===== src/rtl/one_wire_pkg.sv =====
// Shared definitions for the one-wire engine arbiter and its requesters.
package one_wire_pkg;

  // Engine operation requested by a sequencer.
  typedef enum logic [1:0] {
    OW_OP_RESET = 2'd0,
    OW_OP_WRITE = 2'd1,
    OW_OP_READ  = 2'd2,
    OW_OP_RSVD  = 2'd3
  } ow_op_e;

  // Common DS18B20 byte commands.
  localparam logic [7:0] OW_CMD_SKIP_ROM       = 8'hCC;
  localparam logic [7:0] OW_CMD_CONVERT_T      = 8'h44;
  localparam logic [7:0] OW_CMD_READ_SCRATCH   = 8'hBE;
  localparam logic [7:0] OW_CMD_WRITE_SCRATCH  = 8'h4E;

  // Latched command payload.
  typedef struct packed {
    ow_op_e     op;
    logic [7:0] data;
  } ow_cmd_t;

  // Arbiter FSM states.
  typedef enum logic [2:0] {
    ARB_IDLE,
    ARB_OWNED,
    ARB_ISSUE,
    ARB_WAIT_END,
    ARB_DONE
  } arb_state_e;

endpackage


===== src/rtl/one_wire_arbiter_rr_picker.sv =====
// Combinational round-robin pick: first requesting index after ptr, wrapping.
module rr_picker #(
  parameter int unsigned N  = 2,
  parameter int unsigned IW = (N > 1) ? $clog2(N) : 1
) (
  input  logic [N-1:0]  req,
  input  logic [IW-1:0] ptr,
  output logic          valid,
  output logic [IW-1:0] idx
);

  int unsigned cand;

  // Scan ptr+1 .. ptr+N modulo N, keeping the first hit.
  always_comb begin
    valid = 1'b0;
    idx   = '0;
    cand  = 0;
    for (int unsigned k = 1; k <= N; k++) begin
      cand = (32'(ptr) + k) % N;
      if (!valid && req[IW'(cand)]) begin
        valid = 1'b1;
        idx   = IW'(cand);
      end
    end
  end

endmodule


===== src/rtl/one_wire_arbiter.sv =====
// Shares one one-wire byte engine between NREQ requesters with a
// transaction-locked round-robin grant and strobe/busy sequencing.
module one_wire_arbiter
  import one_wire_pkg::*;
#(
  parameter int unsigned NREQ          = 2,
  parameter int unsigned START_TIMEOUT = 1023
) (
  input  logic              CLK_10MHZ,
  input  logic              rst,
  input  logic [NREQ-1:0]   req,
  output logic [NREQ-1:0]   gnt,
  input  logic [NREQ-1:0]   cmd_valid,
  input  logic [2*NREQ-1:0] cmd_op,
  input  logic [8*NREQ-1:0] cmd_data,
  output logic [NREQ-1:0]   rsp_done,
  output logic              rsp_err,
  output logic [7:0]        rsp_data,
  output logic              ow_reset,
  output logic              ow_write,
  output logic              ow_read,
  output logic [7:0]        ow_in_byte,
  input  logic [7:0]        ow_out_byte,
  input  logic              ow_busy
);

  localparam int unsigned IW = (NREQ > 1) ? $clog2(NREQ) : 1;
  localparam int unsigned CW = $clog2(START_TIMEOUT + 1);

  arb_state_e      state_q, state_d;
  logic [NREQ-1:0] gnt_q, gnt_d;
  logic [IW-1:0]   owner_q, owner_d;
  logic [IW-1:0]   rr_q, rr_d;
  logic [CW-1:0]   cnt_q, cnt_d;
  ow_cmd_t         cmd_q, cmd_d;
  logic            busy_l_q;
  logic            ow_reset_q, ow_reset_d;
  logic            ow_write_q, ow_write_d;
  logic            ow_read_q, ow_read_d;
  logic [NREQ-1:0] rsp_done_q, rsp_done_d;
  logic            rsp_err_q, rsp_err_d;
  logic [7:0]      rsp_data_q, rsp_data_d;

  logic [1:0]      op_arr   [NREQ];
  logic [7:0]      data_arr [NREQ];
  logic            pick_valid;
  logic [IW-1:0]   pick_idx;
  logic            busy_rise_c, busy_fall_c, own_req_c, own_valid_c;

  // Split the flattened per-requester command buses.
  for (genvar i = 0; i < NREQ; i++) begin : g_unpack
    assign op_arr[i]   = cmd_op[2*i +: 2];
    assign data_arr[i] = cmd_data[8*i +: 8];
  end

  rr_picker #(.N(NREQ), .IW(IW)) u_pick (
    .req   (req),
    .ptr   (rr_q),
    .valid (pick_valid),
    .idx   (pick_idx)
  );

  assign busy_rise_c = ow_busy & ~busy_l_q;
  assign busy_fall_c = ~ow_busy & busy_l_q;
  assign own_req_c   = req[owner_q];
  assign own_valid_c = cmd_valid[owner_q];

  // State and output registers.
  always_ff @(posedge CLK_10MHZ or posedge rst) begin
    if (rst) begin
      state_q    <= ARB_IDLE;
      gnt_q      <= '0;
      owner_q    <= '0;
      rr_q       <= IW'(NREQ - 1);
      cnt_q      <= '0;
      cmd_q      <= '0;
      busy_l_q   <= 1'b0;
      ow_reset_q <= 1'b0;
      ow_write_q <= 1'b0;
      ow_read_q  <= 1'b0;
      rsp_done_q <= '0;
      rsp_err_q  <= 1'b0;
      rsp_data_q <= '0;
    end else begin
      state_q    <= state_d;
      gnt_q      <= gnt_d;
      owner_q    <= owner_d;
      rr_q       <= rr_d;
      cnt_q      <= cnt_d;
      cmd_q      <= cmd_d;
      busy_l_q   <= ow_busy;
      ow_reset_q <= ow_reset_d;
      ow_write_q <= ow_write_d;
      ow_read_q  <= ow_read_d;
      rsp_done_q <= rsp_done_d;
      rsp_err_q  <= rsp_err_d;
      rsp_data_q <= rsp_data_d;
    end
  end

  // Next-state: grant, accept command, hold strobe until busy rises, wait for busy to fall.
  always_comb begin
    state_d    = state_q;
    gnt_d      = gnt_q;
    owner_d    = owner_q;
    rr_d       = rr_q;
    cnt_d      = cnt_q;
    cmd_d      = cmd_q;
    ow_reset_d = 1'b0;
    ow_write_d = 1'b0;
    ow_read_d  = 1'b0;
    rsp_done_d = '0;
    rsp_err_d  = 1'b0;
    rsp_data_d = '0;

    case (state_q)
      ARB_IDLE: begin
        if (pick_valid && !ow_busy) begin
          gnt_d   = NREQ'(1) << pick_idx;
          owner_d = pick_idx;
          rr_d    = pick_idx;
          state_d = ARB_OWNED;
        end
      end

      ARB_OWNED: begin
        if (!own_req_c) begin
          gnt_d   = '0;
          state_d = ARB_IDLE;
        end else if (own_valid_c && !ow_busy) begin
          cmd_d.op   = ow_op_e'(op_arr[owner_q]);
          cmd_d.data = data_arr[owner_q];
          if (cmd_d.op == OW_OP_RSVD) begin
            rsp_done_d = gnt_q;
            rsp_err_d  = 1'b1;
            state_d    = ARB_DONE;
          end else begin
            cnt_d      = '0;
            ow_reset_d = (cmd_d.op == OW_OP_RESET);
            ow_write_d = (cmd_d.op == OW_OP_WRITE);
            ow_read_d  = (cmd_d.op == OW_OP_READ);
            state_d    = ARB_ISSUE;
          end
        end
      end

      ARB_ISSUE: begin
        ow_reset_d = ow_reset_q;
        ow_write_d = ow_write_q;
        ow_read_d  = ow_read_q;
        cnt_d      = cnt_q + CW'(1);
        if (busy_rise_c) begin
          ow_reset_d = 1'b0;
          ow_write_d = 1'b0;
          ow_read_d  = 1'b0;
          cnt_d      = '0;
          state_d    = ARB_WAIT_END;
        end else if (cnt_q == CW'(START_TIMEOUT - 1)) begin
          ow_reset_d = 1'b0;
          ow_write_d = 1'b0;
          ow_read_d  = 1'b0;
          cnt_d      = '0;
          if (own_req_c) begin
            rsp_done_d = gnt_q;
            rsp_err_d  = 1'b1;
            state_d    = ARB_DONE;
          end else begin
            gnt_d   = '0;
            state_d = ARB_IDLE;
          end
        end
      end

      ARB_WAIT_END: begin
        if (busy_fall_c) begin
          if (own_req_c) begin
            rsp_done_d = gnt_q;
            rsp_data_d = (cmd_q.op == OW_OP_READ) ? ow_out_byte : 8'h00;
            state_d    = ARB_DONE;
          end else begin
            gnt_d   = '0;
            state_d = ARB_IDLE;
          end
        end
      end

      ARB_DONE: begin
        if (own_req_c) begin
          state_d = ARB_OWNED;
        end else begin
          gnt_d   = '0;
          state_d = ARB_IDLE;
        end
      end

      default: begin
        gnt_d   = '0;
        state_d = ARB_IDLE;
      end
    endcase
  end

  assign gnt        = gnt_q;
  assign rsp_done   = rsp_done_q;
  assign rsp_err    = rsp_err_q;
  assign rsp_data   = rsp_data_q;
  assign ow_reset   = ow_reset_q;
  assign ow_write   = ow_write_q;
  assign ow_read    = ow_read_q;
  assign ow_in_byte = cmd_q.data;

endmodule


===== config.mk =====
export PLATFORM = sky130hd
export DESIGN_NAME = one_wire_arbiter
export DESIGN_NICKNAME = d
export VERILOG_FILES = /design/src/rtl/one_wire_pkg.sv /design/src/rtl/one_wire_arbiter_rr_picker.sv /design/src/rtl/one_wire_arbiter.sv
export SDC_FILE = /design/constraint.sdc
export NUM_CORES = 1
export LEC_CHECK = 0
export CAP_MARGIN = 20
export CELL_PAD_IN_SITES_DETAIL_PLACEMENT = 0
export CELL_PAD_IN_SITES_GLOBAL_PLACEMENT = 2
export CORE_ASPECT_RATIO = 1.4
export CORE_MARGIN = 4
export CORE_UTILIZATION = 30
export CTS_BUF_LIST = sky130_fd_sc_hd__clkbuf_16
export DETAILED_ROUTE_END_ITERATION = 7
export GPL_ROUTABILITY_DRIVEN = 1
export PLACE_DENSITY_LB_ADDON = 0.1
export SLEW_MARGIN = 25
export SYNTH_ARGS = -nofsm -noshare
export SYNTH_HDL_FRONTEND = slang
export SYNTH_SLANG_ARGS = --single-unit

===== constraint.sdc =====
create_clock -name CLK_10MHZ -period 2.25 [get_ports CLK_10MHZ]
set_clock_uncertainty 0.2 [all_clocks]
set_input_delay 0.675 -clock CLK_10MHZ [delete_from_list [all_inputs] [get_ports CLK_10MHZ]]
set_output_delay 0.675 -clock CLK_10MHZ [all_outputs]
set_load 0.005 [all_outputs]

==> results of run 1 <==
==> power breakdown <==
group          leakage, nW  internal [mW]  switching, mW
logic                0.776          0.749          0.532
clock network       0.0940          0.638          0.305
registers            0.543          0.987          0.225
==> layer usage <==
metal  vias to the layer above  wire length [um]  GRT usage
li1                        894                 -          -
met1                       858              2388     0.1624
met2                        55              2692     0.2376
met3                         8               324    0.03058
met4                         0                94    0.04952
met5                         -                 0          0
==> placed cells by master (no fill, tap or decap), types with 2 or more instances in the layout <==
master,Yosys,final
clkdlybuf4s50_1,0,55
dfrtp_1,41,41
buf_4,9,23
nor2_1,13,13
nor3_1,11,11
mux2i_1,11,10
a21oi_1,10,10
and2_1,10,10
nand2_1,8,8
a221o_1,7,7
nor2b_1,5,5
o21ai_0,5,5
inv_1,5,5
nor4_1,5,5
clkbuf_16,0,5
nand2b_1,4,4
or3b_1,3,3
nand3_1,3,3
mux2_2,3,3
nand4_1,2,2
and3b_1,2,2
o31a_4,0,2
o31ai_1,2,2
o211ai_1,2,2
nand3b_1,2,2
o21a_1,2,2
a22oi_1,2,2
a21boi_0,2,2
o2bb2ai_1,2,2
a22o_1,2,2
ha_1,2,2
bufinv_16,0,2
dlygate4sd2_1,0,2
==> sequential cells by signal, summed over array words and instances (netlist names) <==
name	count
cnt_q	10
ow_in_byte	8
rsp_data	8
state_q	3
cmd_q	2
gnt	2
rsp_done	2
busy_l_q	1
ow_read	1
ow_reset	1
ow_write	1
owner_q	1
rr_q	1
rsp_err	1
==> worst max path at each step <==
stage / cells past startpoint / endpoint / slack, ns
CTS: 6 / state_q[1]$_DFFE_PP0P_ / 0.005
global placement: 4 / cnt_q[2]$_DFFE_PP0P_ / -0.47
floorplan: 4 / cnt_q[2]$_DFFE_PP0P_ / 0.06
global route: 6 / state_q[1]$_DFFE_PP0P_ / -0.003
detailed placement: 4 / cnt_q[9]$_DFFE_PP0P_ / -0.50
finish: 4 / cnt_q[2]$_DFFE_PP0P_ / 0.05
==> worst max-delay path: cells and delay by family <==
kind	cells	cell delay, ns
compound gates	2	0.74
simple gates	1	0.57
buf+inv	1	0.18
==> timing repair <==
action,CTS,global route
setup buffers,0,0
gates cloned,1,0
endpoints found under the hold margin,0,0
pin swaps,7,0
gates resized for setup,11,4
hold buffers,0,0
endpoints found under the setup margin,19,4
==> synth_stat cells, drive strengths merged, types with 2 or more instances <==
| cell | n |
|---|---|
| a31oi | 2 |
| a22o | 2 |
| o21a | 2 |
| inv | 5 |
| a21boi | 2 |
| nand3b | 2 |
| o2bb2ai | 2 |
| and3b | 2 |
| nand2b | 4 |
| o31ai | 2 |
| or3b | 3 |
| nor2 | 13 |
| nand2 | 8 |
| a221o | 7 |
| a22oi | 2 |
| and2 | 10 |
| buf | 18 |
| or2 | 2 |
| a21oi | 10 |
| dfrtp | 41 |
| nand3 | 4 |
| nor3 | 12 |
| o21ai | 5 |
| nor4 | 6 |
| a32o | 2 |
| ha | 2 |
| o211ai | 2 |
| nand4 | 2 |
| mux2i | 11 |
| nor2b | 5 |
| mux2 | 3 |
| nor3b | 2 |
==> kinds of logic (layout without fill, tap and decap cells) <==
logic type / Yosys count / after routing
AND/OR/NAND/NOR: 76 / 76
AO/OA/AOI/OAI: 47 / 48
flip-flops: 42 / 42
buffers and inverters: 23 / 96
multiplexers: 14 / 14
adder cells (fa/ha/maj): 2 / 2
==> cell type report <==
| class | count | area share |
|---|---|---|
| well taps | 95 | 0.03711 |
| multi-input cells | 140 | 0.3238 |
| repair buffers | 83 | 0.2441 |
| clock buffers | 5 | 0.03906 |
| clock inverters | 3 | 0.02148 |
| inverters | 5 | 0.005859 |
| flip-flops and latches | 42 | 0.3285 |
==> out/results.ini, run 1 <==
[die]
die-area_um2=8694
fp.coreArea_um2=7027
die_h_um=108.7
rows=36
chipWidth_um=79.96
boundaryPins=59
initial_core_util=0.3095

[cts]
cts_buffers=5
clk_path_buf_depth=2
clk_latency_ns=0.28
htreeDepth=2
cts.clk_slew.worst_paths_ns=0.06
numClockSinks=42
cts_root_buffer=clkbuf_16
cts_tree=yes

[power]
powerDensity_nw_per_um2=1073
peakVddDrop_mv=0.4611
power_mw=3.436
p_leak_nw=1.414

[timing]
period_minus_slack_ns=2.195
setup_tns_ns=0
period_share=0.9757
hold_viol=0
setup_ws_ns=0.05463
hold_slack_ns=0.2894
worst_pin_slew_ns=0.3575
fmaxAchievable_ghz=0.4555
setup_viol_count_final=0
rsz0062_at_grt=yes
slew_headroom=0.7549
slew_viol_final=0

[setup_path]
critPathMaxStageDelay_ns=0.57
worstPathArrival_ns=2.17
cp-start-kind=input port
cp_max_fo=5
path_class=input port to flip-flop
r2r_slack_ns=0.12
path_cells=clkdlybuf4s15_1 > or4b_4 > o31a_4 > a221o_1
ff2ff_path_depth=5
required_ns=2.22
worstSetupStartpoint=ow_busy
crit_path_end_kind=flip-flop
timing.rr.start=state_q[2]$_DFFE_PP0P_
critPathSlowestCell=or4b_4
r2r-end=cnt_q[1]$_DFFE_PP0P_

[detailed_routing]
dr.pass1.iters=4
drc=0
via_count=1815
route.detailed.wl_per_inst_um=14.75
vias_per_cell=4.866
ant_nets=0
totalWireLength_um=5500
drtIter0Drc=52

[synth]
yosysTopAreaCell=dfrtp_1
syn_area_per_cell_um2=10.66
syn_nets=241
synthXorXnorAreaFrac=0
synth_simple_gate_area_frac=0.2117
synth_compound_area_frac=0.1611
synthMuxAreaShare=0.06617
seq_area_frac_synth=0.4839
synthTopCellsByArea=dfrtp_1 47%, mux2i_1 5.1%, a221o_1 3.2%
synth_cell_types=49
synth_top_family_by_area=simple AND/OR/NAND/NOR gates
yosys.area.top_type_share=0.4718
synth_fa_ha_area_frac=0.01151
synth-seq-cells=42
yosysWarnings=0
synth_ff_type=dfrtp_1
syn_inst=204
syn-cell-area_um2=2175
async_flop_share=1.000
synth_edf_count=0

[placed_design]
place.port_buffers=58
dp_cells=364
placed_area_um2=2950
dpl.hpwl_um=3927
place.gp.congestion=0.7041
preCtsSetupSlack_ns=-0.4960

[min_path]
whs_path_depth=1
worstHoldEndpoint=ow_reset$_DFFE_PP0P_
min_path_type=flip-flop to flip-flop
min_from=ow_reset$_DFFE_PP0P_

[cells_and_area]
final_cells=373
area_delta_synth_final_pct=47.30
drive_gt1_frac=0.1763
antenna_cells=0
multiInputGateArea_um2=1037
final_cell_area_um2=3203
regArea_um2=1052
final_util=0.4558
fill_cells=711
nets=314

[grt]
grt_use_total=0.1362
gr-total-overflow=0
grt_max_degree=43
antenna_found_initial=0
grt_pass1_vias=1828
grt_first_pass_wirelength_um=9156

[run]
drv_cap=0

[status]
status=finished clean

Note: power is estimated with default switching activity, not from simulation.
==> run 2, diff against run 1 <==
--- a/config.mk
+++ b/config.mk
@@ -12,6 +12,7 @@
 export CORE_MARGIN = 4
 export CORE_UTILIZATION = 30
 export CTS_BUF_LIST = sky130_fd_sc_hd__clkbuf_16
+export CTS_CLUSTER_SIZE = 28
 export DETAILED_ROUTE_END_ITERATION = 7
 export GPL_ROUTABILITY_DRIVEN = 1
 export PLACE_DENSITY_LB_ADDON = 0.1
==> results of run 2 <==
The final DEF is identical to that of run 1; final timing and power are the same.
==> run 3, diff against run 2 <==
--- a/config.mk
+++ b/config.mk
@@ -12,11 +12,10 @@
 export CORE_MARGIN = 4
 export CORE_UTILIZATION = 30
 export CTS_BUF_LIST = sky130_fd_sc_hd__clkbuf_16
-export CTS_CLUSTER_SIZE = 28
 export DETAILED_ROUTE_END_ITERATION = 7
 export GPL_ROUTABILITY_DRIVEN = 1
 export PLACE_DENSITY_LB_ADDON = 0.1
-export SLEW_MARGIN = 25
+export SETUP_SLACK_MARGIN = 0.3
 export SYNTH_ARGS = -nofsm -noshare
 export SYNTH_HDL_FRONTEND = slang
 export SYNTH_SLANG_ARGS = --single-unit
==> out/results.ini, run 3 (synthesized netlist as in run 1, its figures left out) <==
[status]
status=finished clean

[grt]
grt_max_degree=43
grt_use_total=0.1373
grt_first_pass_wirelength_um=9370
gr-total-overflow=0
antenna_found_initial=0
grt_pass1_vias=1870

[cells_and_area]
final_util=0.4708
regArea_um2=1057
final_cell_mix=37 x dfrtp_1, 29 x buf_4, 28 x dlygate4sd2_1
final_cells=385
area_delta_synth_final_pct=52.13
antenna_cells=0
top_register=cnt_q
largest_reg_flops=10
nets=326
multiInputGateArea_um2=1082
fill_cells=706
drive_gt1_frac=0.2690
mostFrequentLayoutCell=dfrtp_1

[min_path]
min_from=ow_read$_DFFE_PP0P_
min_path_type=flip-flop to flip-flop
whs_path_depth=1
worstHoldEndpoint=ow_read$_DFFE_PP0P_

[power]
p_int_mw=2.207
peakVddDrop_mv=0.4223
p_leak_nw=1.539
powerDensity_nw_per_um2=998.3
power_mw=3.302
pwr-share-comb=0.425
p_switching_mw=1.095
pwr-share-seq=0.363
p_sw_frac=0.3316
pwr-share-clk=0.211

[cts]
cts.clk_slew.worst_paths_ns=0.06
ctsHoldBuffers=0
cts_tree=yes
numClockSinks=42
clk_path_buf_depth=2
htreeDepth=2
cts_root_buffer=clkbuf_16
cts_buffers=5
clk_latency_ns=0.28

[timing]
setup_ws_ns=0.2342
hold_viol=0
rsz0062_at_grt=yes
worst_pin_slew_ns=0.3510
slew_viol_final=0
fmaxAchievable_ghz=0.4961
period_share=0.8959
setup_viol_count_final=0
slew_headroom=0.7593
period_minus_slack_ns=2.016
hold_slack_ns=0.2851

[die]
die-area_um2=8694
rows=36
boundaryPins=59
initial_core_util=0.3095
fp.coreArea_um2=7027
die_h_um=108.7
chipWidth_um=79.96

[setup_path]
r2r-end=cnt_q[5]$_DFFE_PP0P_
path_class=input port to flip-flop
ff2ff_path_depth=3
r2r_slack_ns=0.28
timing.rr.start=state_q[1]$_DFFE_PP0P_
crit_path_end_kind=flip-flop
cp-start-kind=input port
cp_max_fo=5
worstPathArrival_ns=1.98
required_ns=2.21

[detailed_routing]
vias_per_cell=4.868
route.detailed.wl_per_inst_um=14.94
via_count=1874
ant_nets=0
dr.pass1.iters=4
drc=0
totalWireLength_um=5753
drtIter0Drc=103

[placed_design]
place.gp.congestion=0.7174
dp_cells=365
preCtsSetupSlack_ns=-0.4895
place.port_buffers=58
dpl.hpwl_um=3937

[run]
drv_cap=0

## run 3: final cells by class
class / count / share of cell area
clock buffer: 5 / 0.03782
clock inverter: 3 / 0.004917
inverter: 5 / 0.005673
multi-input combinational: 140 / 0.3272
sequential: 42 / 0.3196
tap: 95 / 0.03593
timing repair buffer: 95 / 0.2689
## run 3: power groups by stage
stage	registers (mW)	clock network, mW	logic (mW)
detailed placement	1.22	0	1.23
floorplan	1.14	0	0.881
finish	1.20	0.698	1.40
CTS	1.19	0.722	1.33
global placement	1.21	0	1.22
global route	1.24	0.764	1.55
## run 3: how the worst max path moves through the flow
| stage | startpoint | cells after the start | end | slack (ns) |
|---|---|---|---|---|
| detailed placement | ow_busy | 4 | cnt_q[2]$_DFFE_PP0P_ | -0.49 |
| floorplan | ow_busy | 4 | cnt_q[2]$_DFFE_PP0P_ | 0.06 |
| finish | ow_busy | 4 | cnt_q[5]$_DFFE_PP0P_ | 0.23 |
| global route | cnt_q[0]$_DFFE_PP0P_ | 7 | cnt_q[5]$_DFFE_PP0P_ | 0.21 |
| CTS | ow_busy | 4 | cnt_q[8]$_DFFE_PP0P_ | 0.17 |
| global placement | ow_busy | 4 | cnt_q[5]$_DFFE_PP0P_ | -0.47 |
## run 3: what timing repair did
action / CTS / global route
resized for setup: 64 / 11
setup endpoints to repair: 65 / 33
buffers inserted: 7 / 2
pin swaps: 18 / 9
endpoints found under the hold margin: 0 / 0
gates cloned: 1 / 2
## run 3: stage by stage
step                TNS (ns)  instance area (um2)
finish                     0                 3308
global route               0                 3308
CTS                        0                 3213
detailed placement    -13.22                 2970
global placement      -13.12                 2970
floorplan                  0                 2175
## run 3: worst max-delay path, stage by stage
cell and delay (ns):
buf_6 0.09, or4b_4 0.56, o31a_4 0.34, a221o_1 0.31
## run 3: per-layer routing
layer	global-route usage	wire, um
met4	0.04348	82
met3	0.03388	356
met1	0.1693	2483
met2	0.2340	2830
met5	0	0
